### src/rtl/cfg_stream_loader_pkg.sv
// Shared types and sizing helpers for the configuration stream loader.
package cfg_stream_loader_pkg;

    typedef enum logic [2:0] {
        ST_IDLE,
        ST_LOAD,
        ST_WRITE,
        ST_SETTLE,
        ST_DONE
    } state_e;

    // Stream words needed to cover one fabric frame.
    function automatic int wpf(input int frame_w, input int word_w);
        return (frame_w + word_w - 1) / word_w;
    endfunction

    // Bits needed for a counter that runs over 0..n-1.
    function automatic int cnt_w(input int n);
        return (n <= 1) ? 1 : $clog2(n);
    endfunction

endpackage

### src/rtl/cfg_frame_assembler.sv
// Packs stream words into one frame-wide shadow register, LSB word first.
module cfg_frame_assembler
    import cfg_stream_loader_pkg::*;
#(
    parameter int WORD_W  = 32,
    parameter int FRAME_W = 224
) (
    input  logic               clock,
    input  logic               rst,
    input  logic [WORD_W-1:0]  word,
    input  logic               accept,
    input  logic               clear,
    output logic [FRAME_W-1:0] frame,
    output logic               last_word
);

    localparam int WPF      = wpf(FRAME_W, WORD_W);
    localparam int SHADOW_W = WPF * WORD_W;
    localparam int CNT_W    = cnt_w(WPF);

    logic [CNT_W-1:0]    cnt_q, cnt_d;
    logic [SHADOW_W-1:0] shadow_q, shadow_d;

    assign last_word = (cnt_q == CNT_W'(WPF - 1));

    // frame includes the word accepted this cycle, so the top can latch a
    // complete frame on the final handshake. Bits above FRAME_W are dropped.
    assign frame = shadow_d[FRAME_W-1:0];

    always_comb begin
        // NOTE: every always_comb output gets a default first; a path that
        // leaves one unassigned infers a latch.
        cnt_d    = cnt_q;
        shadow_d = shadow_q;
        if (clear) begin
            cnt_d    = '0;
            shadow_d = '0;
        end else if (accept) begin
            for (int k = 0; k < WPF; k++) begin
                if (cnt_q == CNT_W'(k)) shadow_d[k*WORD_W +: WORD_W] = word;
            end
            cnt_d = last_word ? '0 : cnt_q + CNT_W'(1);
        end
    end

    // NOTE: the shadow is a plain register, not a RAM, so it is cheap to put
    // on the async reset and the fabric never sees stale data after reset.
    always_ff @(posedge clock or negedge rst) begin
        if (!rst) begin
            cnt_q    <= '0;
            shadow_q <= '0;
        end else begin
            // NOTE: non-blocking so every flop samples pre-edge values.
            cnt_q    <= cnt_d;
            shadow_q <= shadow_d;
        end
    end

endmodule

### src/rtl/cfg_stream_loader.sv
// Streams a configuration bitstream into the fabric frame by frame, then
// settles and enables the fabric flip-flops.
module cfg_stream_loader
    import cfg_stream_loader_pkg::*;
#(
    parameter int WORD_W        = 32,
    parameter int FRAME_W       = 224,
    parameter int NUM_FRAMES    = 43,
    parameter int SETTLE_CYCLES = 10
) (
    input  logic                              clock,
    input  logic                              rst,
    input  logic                              start,
    input  logic                              abort,
    input  logic [WORD_W-1:0]                 s_data,
    input  logic                              s_valid,
    output logic                              s_ready,
    output logic [FRAME_W-1:0]                configs_in,
    output logic [NUM_FRAMES-1:0]             configs_en,
    output logic                              ff_en,
    output logic                              rdy,
    output logic                              busy,
    output logic [$clog2(NUM_FRAMES+1)-1:0]   frame_idx
);

    localparam int IDX_W = $clog2(NUM_FRAMES + 1);
    localparam int SET_W = cnt_w(SETTLE_CYCLES);

    state_e             state_q, state_d;
    logic [IDX_W-1:0]   frame_idx_q, frame_idx_d;
    logic [SET_W-1:0]   settle_q, settle_d;
    logic [FRAME_W-1:0] configs_in_q, configs_in_d;
    logic               ff_en_q, ff_en_d;
    logic               rdy_q, rdy_d;
    logic               accept, asm_clear, last_word;
    logic [FRAME_W-1:0] asm_frame;

    // abort gates s_ready so an in-flight word is left with the source.
    assign s_ready = (state_q == ST_LOAD) && !abort;
    assign accept  = s_ready && s_valid;

    cfg_frame_assembler #(
        .WORD_W  (WORD_W),
        .FRAME_W (FRAME_W)
    ) u_asm (
        .clock     (clock),
        .rst       (rst),
        .word      (s_data),
        .accept    (accept),
        .clear     (asm_clear),
        .frame     (asm_frame),
        .last_word (last_word)
    );

    always_comb begin
        state_d      = state_q;
        frame_idx_d  = frame_idx_q;
        settle_d     = settle_q;
        configs_in_d = configs_in_q;
        ff_en_d      = ff_en_q;
        rdy_d        = rdy_q;
        asm_clear    = 1'b0;
        if (abort) begin
            state_d      = ST_IDLE;
            frame_idx_d  = '0;
            settle_d     = '0;
            configs_in_d = '0;
            ff_en_d      = 1'b0;
            rdy_d        = 1'b0;
            asm_clear    = 1'b1;
        end else begin
            case (state_q)
                ST_IDLE, ST_DONE: begin
                    if (start) begin
                        state_d     = ST_LOAD;
                        frame_idx_d = '0;
                        ff_en_d     = 1'b0;
                        rdy_d       = 1'b0;
                        asm_clear   = 1'b1;
                    end
                end
                ST_LOAD: begin
                    if (accept && last_word) begin
                        configs_in_d = asm_frame;
                        state_d      = ST_WRITE;
                    end
                end
                ST_WRITE: begin
                    frame_idx_d = frame_idx_q + IDX_W'(1);
                    if (frame_idx_q == IDX_W'(NUM_FRAMES - 1)) begin
                        state_d  = ST_SETTLE;
                        settle_d = SET_W'(SETTLE_CYCLES - 1);
                        ff_en_d  = (SETTLE_CYCLES == 1);
                    end else begin
                        state_d = ST_LOAD;
                    end
                end
                ST_SETTLE: begin
                    // ff_en is live during the final settle cycle, rdy follows.
                    if (settle_q == '0) begin
                        state_d = ST_DONE;
                        rdy_d   = 1'b1;
                    end else begin
                        settle_d = settle_q - SET_W'(1);
                        ff_en_d  = (settle_q == SET_W'(1));
                    end
                end
                default: state_d = ST_IDLE;
            endcase
        end
    end

    always_ff @(posedge clock or negedge rst) begin
        if (!rst) begin
            state_q      <= ST_IDLE;
            frame_idx_q  <= '0;
            settle_q     <= '0;
            configs_in_q <= '0;
            ff_en_q      <= 1'b0;
            rdy_q        <= 1'b0;
        end else begin
            state_q      <= state_d;
            frame_idx_q  <= frame_idx_d;
            settle_q     <= settle_d;
            configs_in_q <= configs_in_d;
            ff_en_q      <= ff_en_d;
            rdy_q        <= rdy_d;
        end
    end

    always_comb begin
        configs_en = '0;
        if (state_q == ST_WRITE) configs_en = NUM_FRAMES'(1) << frame_idx_q;
    end

    assign configs_in = configs_in_q;
    assign ff_en      = ff_en_q;
    assign rdy        = rdy_q;
    assign frame_idx  = frame_idx_q;
    assign busy       = (state_q == ST_LOAD) || (state_q == ST_WRITE) ||
                        (state_q == ST_SETTLE);

endmodule

### config.mk
export PLATFORM = sky130hd
export DESIGN_NAME = cfg_stream_loader
export DESIGN_NICKNAME = d
export VERILOG_FILES = /design/src/rtl/cfg_stream_loader_pkg.sv /design/src/rtl/cfg_frame_assembler.sv /design/src/rtl/cfg_stream_loader.sv
export SDC_FILE = /design/constraint.sdc
export NUM_CORES = 1
export LEC_CHECK = 0
export BUFFER_PORTS_ARGS = -buffer_cell sky130_fd_sc_hd__buf_2
export CORE_ASPECT_RATIO = 0.5
export CORE_MARGIN = 2
export CORE_UTILIZATION = 56
export DETAILED_ROUTE_END_ITERATION = 8
export PLACE_DENSITY = 0.89
export REMOVE_ABC_BUFFERS = 1
export SLEW_MARGIN = 20
export SYNTH_ARGS = -nofsm -noshare
export SYNTH_HDL_FRONTEND = slang
export SYNTH_SLANG_ARGS = --single-unit
### constraint.sdc
create_clock -name clock -period 2.3 [get_ports clock]
set_input_delay 0.345 -clock clock [delete_from_list [all_inputs] [get_ports clock]]
set_output_delay 0.345 -clock clock [all_outputs]
set_load 0.05 [all_outputs]
# After elaboration in Yosys (flattened, before gate mapping)
# Cells that the tools add are included.
# totals
out_inout_bits	277
elab_cells	92
reg_bits	466
# op_classes
n_reduce_logical	23
eq_ne	17
add_sub_neg	3
shifts	1
mux	40
# op_table
cell	n
2-to-1 mux 224 bit	5
2-to-1 mux 32 bit	7
2-to-1 mux 43 bit	1
left shift 1 x 6 -> 43 bit (first input constant)	1
2-to-1 mux 3 bit	7
== test 3 x 2 -> 1 bit (second input constant)	4
== test 3 bit (second input constant)	4
2-to-1 mux 4 bit	3
2-to-1 mux 6 bit	2
!= test 3 bit (second input constant)	4
case mux 3 bit (4 select lines)	1
case mux 6 bit (2 select lines)	1
2-to-1 mux 1 bit	9
AND reduction 3 bit	3
nonzero test 3 bit	3
case mux 4 bit (2 select lines)	1
adder 6 x 1 -> 6 bit (second input constant)	1
== test 3 x 1 -> 1 bit (second input constant)	2
== test 6 bit (second input constant)	1
zero test 3 bit	2
nonzero test 2 bit	3
== test 4 x 1 -> 1 bit (second input constant)	1
zero test 4 bit	1
AND reduction 2 bit	2
other kinds (12)	15

# Logic depth before layout (Yosys ltp)
# logic_depth
ltp_word	8
ltp_mapped	8

# By module
# From an unflattened synthesis, not the netlist that was laid out.
# hier_totals
hier_cells	1976
area_unflattened_um2	20253.2
# by_module_without_submodules
module	area_each_um2	cells_per_inst	instances
cfg_stream_loader	10143.5	1150	1
cfg_frame_assembler	10109.7	826	1

# Least setup slack after synthesis
# Ideal clock, no wire load.
# synth_timing
path_type	flip-flop to output port
startpoint	register frame_idx_q[5] (netlist: frame_idx[5])
endpoint	output port configs_en[37]
stages_incl_launch_ff	4
arrival_ns	2.265
path_slack_ns	-0.310
cell_sequence	dfrtp_1 nor2b_1 nand2_1 nor3_1
# synth_via
elab_chain_cells	2
# synth_rtl
item	line	rtl
start: declaration	cfg_stream_loader.sv:30	logic [IDX_W-1:0] frame_idx_q, frame_idx_d;
start signal: assignment	cfg_stream_loader.sv:123	frame_idx_q <= frame_idx_d;
left shift 1 x 6 -> 43 bit	cfg_stream_loader.sv:133	if (state_q == ST_WRITE) configs_en = NUM_FRAMES'(1) << frame_idx_q;
2-to-1 mux 43 bit	cfg_stream_loader.sv:133	
end: declaration	cfg_stream_loader.sv:19	output logic [NUM_FRAMES-1:0] configs_en,
# No other way between the ends.

# Worst setup path in the final report
# layout_timing
startpoint	register state_q[2]
endpoint	output port configs_en[17]
# layout_via
elab_chain_cells	2
# layout_rtl
item	line	rtl
start: declaration	cfg_stream_loader.sv:29	state_e state_q, state_d;
start signal: assignment	cfg_stream_loader.sv:122	state_q <= state_d;
== test 3 x 2 -> 1 bit	cfg_stream_loader.sv:133	
2-to-1 mux 43 bit	cfg_stream_loader.sv:133	
# No other way between the ends.

==> metrics.csv <==
metric,value,unit
fin_tns_setup,0,ps
worstSetupPathType,reg2out,
vias,14675,
post-dp-hpwl,31200,um
portBuffers,313,
routed_via_density,5.97,
hold_viol_final,0,
switching_share,22.0,%
grt_first_pass_wirelength,81700,um
die_w,260,um
grt_max_degree,163,
ys_warn_count,0,
fin_crit_sh,98.7,%
syn_to_final_growth,20.1,%
clock_skew,15.0,ps
setup.worst_path.start,state_q[2],
tritoncts,yes,
grt_pass1_vias,14930,
drt_iter0_markers,1692,
ys.flop_type,dfrtp_1,
r2r-start,state_q[2],
fmax,440,MHz
final_cells,2459,
min-delay-path-class,in2reg,
p_comb_share,4.3,%
synth_top_area_share,59.1,%
yosys.cell_types.count,52,
grt-ovfl-total,0,
seq_area_frac_synth,59.1,%
drive_gt1_share,26.5,%
core_area,32000,um2
intPower,0.0119,W
powerDensity,692,nW/um2
min-delay-start,s_data[1],
yosys_register_bits,434,
rsz0062_at_grt,yes,
dp.cells,2380,
end_kind,primary output,
utilization,69.0,%
numCtsBuffers,39,
pre_cts_ws,134,ps
seq_area,10900,um2
antenna_found_initial,1,
p_sw,0.00335,W
worstSkewPairLatency,540,ps
synth_edf_count,0,
vdd.ir_drop.worst,0.440,mV
drtAntennaViolNets,0,
p_leak,11.1,nW
layout_setup_ws,29.1,ps
start_util,57.4,%
finalSetupViolCount,0,
place_congestion,0.826,
cts_buffer_depth,3,
tightest_slew,1090,ps
min_period,2270,ps
pin_count,314,
synth_area_leaders,"dfrtp_1, nand3b_1, nand2_1",
maxCapViolCount,0,
htreeDepth,2,
final_nets,2045,
syn_inst,1754,
detail_route.wl_per_cell,21.2,um
status,finished clean,
ys_async_sr_fraction,100,%
cts_sinks,434,
fillCellCount,2160,
critPathMaxFanout,14,
die_area,34400,um2
clockPowerShare,45.6,%
critPathRequiredTime,1960,ps
power.share.sequential,50.1,%
crit_arrival,1930,ps
syn-cell-area,18400,um2
slew_viol_final,0,
num_rows,46,
synth_area_leader_cell,dfrtp_1,
dr.pass1.iters,5,
cts_root_buf,clkbuf_16,
grt_usage,30.0,%
die_h,132,um
slew_headroom,27.0,%
critPathLaunchType,register,
avgSynthCellArea,10.5,um2
drt_wl_total,52100,um
drt_drc_violations_left,0,
clkTransAtPathRegs,60,ps
multiInputGateArea,6790,um2
## cell type report
class,instances,area share [%]
clock buffer,55,5.25
timing repair buffer,376,11.2
inverter,10,0.170
tap,432,2.45
sequential,434,49.3
antenna,1,0.0113
clock inverter,14,0.930
multi-input combinational,1137,30.8
## final timing paths
check,end,slack (ps),cells after the start
setup / recovery,configs_en[17],30,5
hold / removal,u_asm.shadow_q[129],130,3
setup reg to reg,configs_in[170],110,6
hold reg to reg,configs_in[144],470,2
max in group asynchronous,u_asm.shadow_q[66],1130,4
min in group asynchronous,configs_in[176],340,2
## cell usage after synthesis, types with 2 or more instances
cell type and n:
nor2b_1 5, o21ai_1 73, nor2_1 142, and3_1 6
clkbuf_1 103, and2_1 2, ha_1 10, o31ai_1 3
and4_1 2, dfrtp_1 434, nand4b_1 2, nand3b_1 192
nor3_1 11, nand2_1 346, and4b_1 2, a21oi_2 56
inv_1 10, a311oi_1 2, o21ai_0 61, buf_6 13
nand2b_1 3, a31oi_1 3, buf_1 5, and3b_1 3
nor3b_1 2, a21oi_1 52, nand3_1 8, mux2i_1 97
buf_4 7, a22o_1 32, buf_2 46
## state kept, by name (all words and copies together) (netlist names)
register and count:
rdy 1, state_q 3, u_asm.shadow_q 192, configs_in 224
ff_en 1, u_asm.cnt_q 3, frame_idx 6, settle_q 4
## cells in the final DEF, fill, tap and decap left out, types with 4 or more instances in the layout
cell type	count
dfrtp_1	427
nand2_1	343
buf_2	275
nand3b_1	192
nor2_1	139
mux2i_1	97
o21ai_1	73
o21ai_0	61
a21oi_2	56
buf_4	53
a21oi_1	52
clkbuf_16	41
a22o_1	32
buf_12	19
buf_6	17
inv_1	9
nor3_1	8
clkbuf_8	8
clkbuf_4	8
nand3_1	7
dfrtp_2	7
clkbuf_1	6
clkinv_2	6
ha_1	5
bufinv_16	5
nor2b_1	4
ha_2	4
## power groups by stage
| stage | clock (W) | combinational (W) | sequential (W) |
|---|---|---|---|
| global route | 0.00734 | 0.000704 | 0.00764 |
| finish | 0.00696 | 0.000652 | 0.00765 |
| floorplan | 0 | 0.000195 | 0.00780 |
| CTS | 0.00699 | 0.000648 | 0.00765 |
| global placement | 0 | 0.000637 | 0.00779 |
| detailed placement | 0 | 0.000644 | 0.00779 |
## worst max-delay path, stage by stage (launching register included)
cell     delay, ps
dfrtp_2        490
nor3_4         230
buf_4          160
nand2_4        120
nor2_1         160
buf_4          220
## cells by family (layout without fill, tap and decap cells)
family | after synthesis | count (layout) | synth area share, %
buffers and inverters | 184 | 455 | 4.75
DFF | 434 | 434 | 59.1
adders and majority gates | 10 | 10 | 0.681
and+or+nand+nor | 737 | 738 | 20.1
muxes | 98 | 98 | 5.35
other | 0 | 1 | 0
xor gates and xnor gates | 1 | 1 | 0.0477
AOI/OAI and AO/OA | 290 | 290 | 9.93
## what timing repair did
item / 4_1_cts / 5_1_grt
setup endpoints to repair: 41 / 53
resized for setup: 30 / 73
cloned: 1 / 0
setup buffers: 3 / 4
endpoints found under the hold margin: 50 / 0
hold buffers: 1 / 0
## through the flow
| stage | instance area (um2) | hold WS [ps] | power (W) |
|---|---|---|---|
| floorplan | 17500 | 49.4 | 0.00799 |
| global placement | 20300 | 319 | 0.00843 |
| detailed placement | 20300 | 320 | 0.00844 |
| CTS | 21800 | 116 | 0.0153 |
| global route | 22100 | 123 | 0.0157 |
| finish | 22100 | 125 | 0.0153 |
## per-layer routing
metal / up-vias / GRT usage (%) / part of all wire [%]
met5: - / 0 / 0
met4: 0 / 17.5 / 5.8
met1: 7385 / 38.0 / 38
li1: 6358 / - / -
met2: 704 / 48.9 / 49
met3: 228 / 5.19 / 6.5
Note: power is estimated with default switching activity, not from simulation.
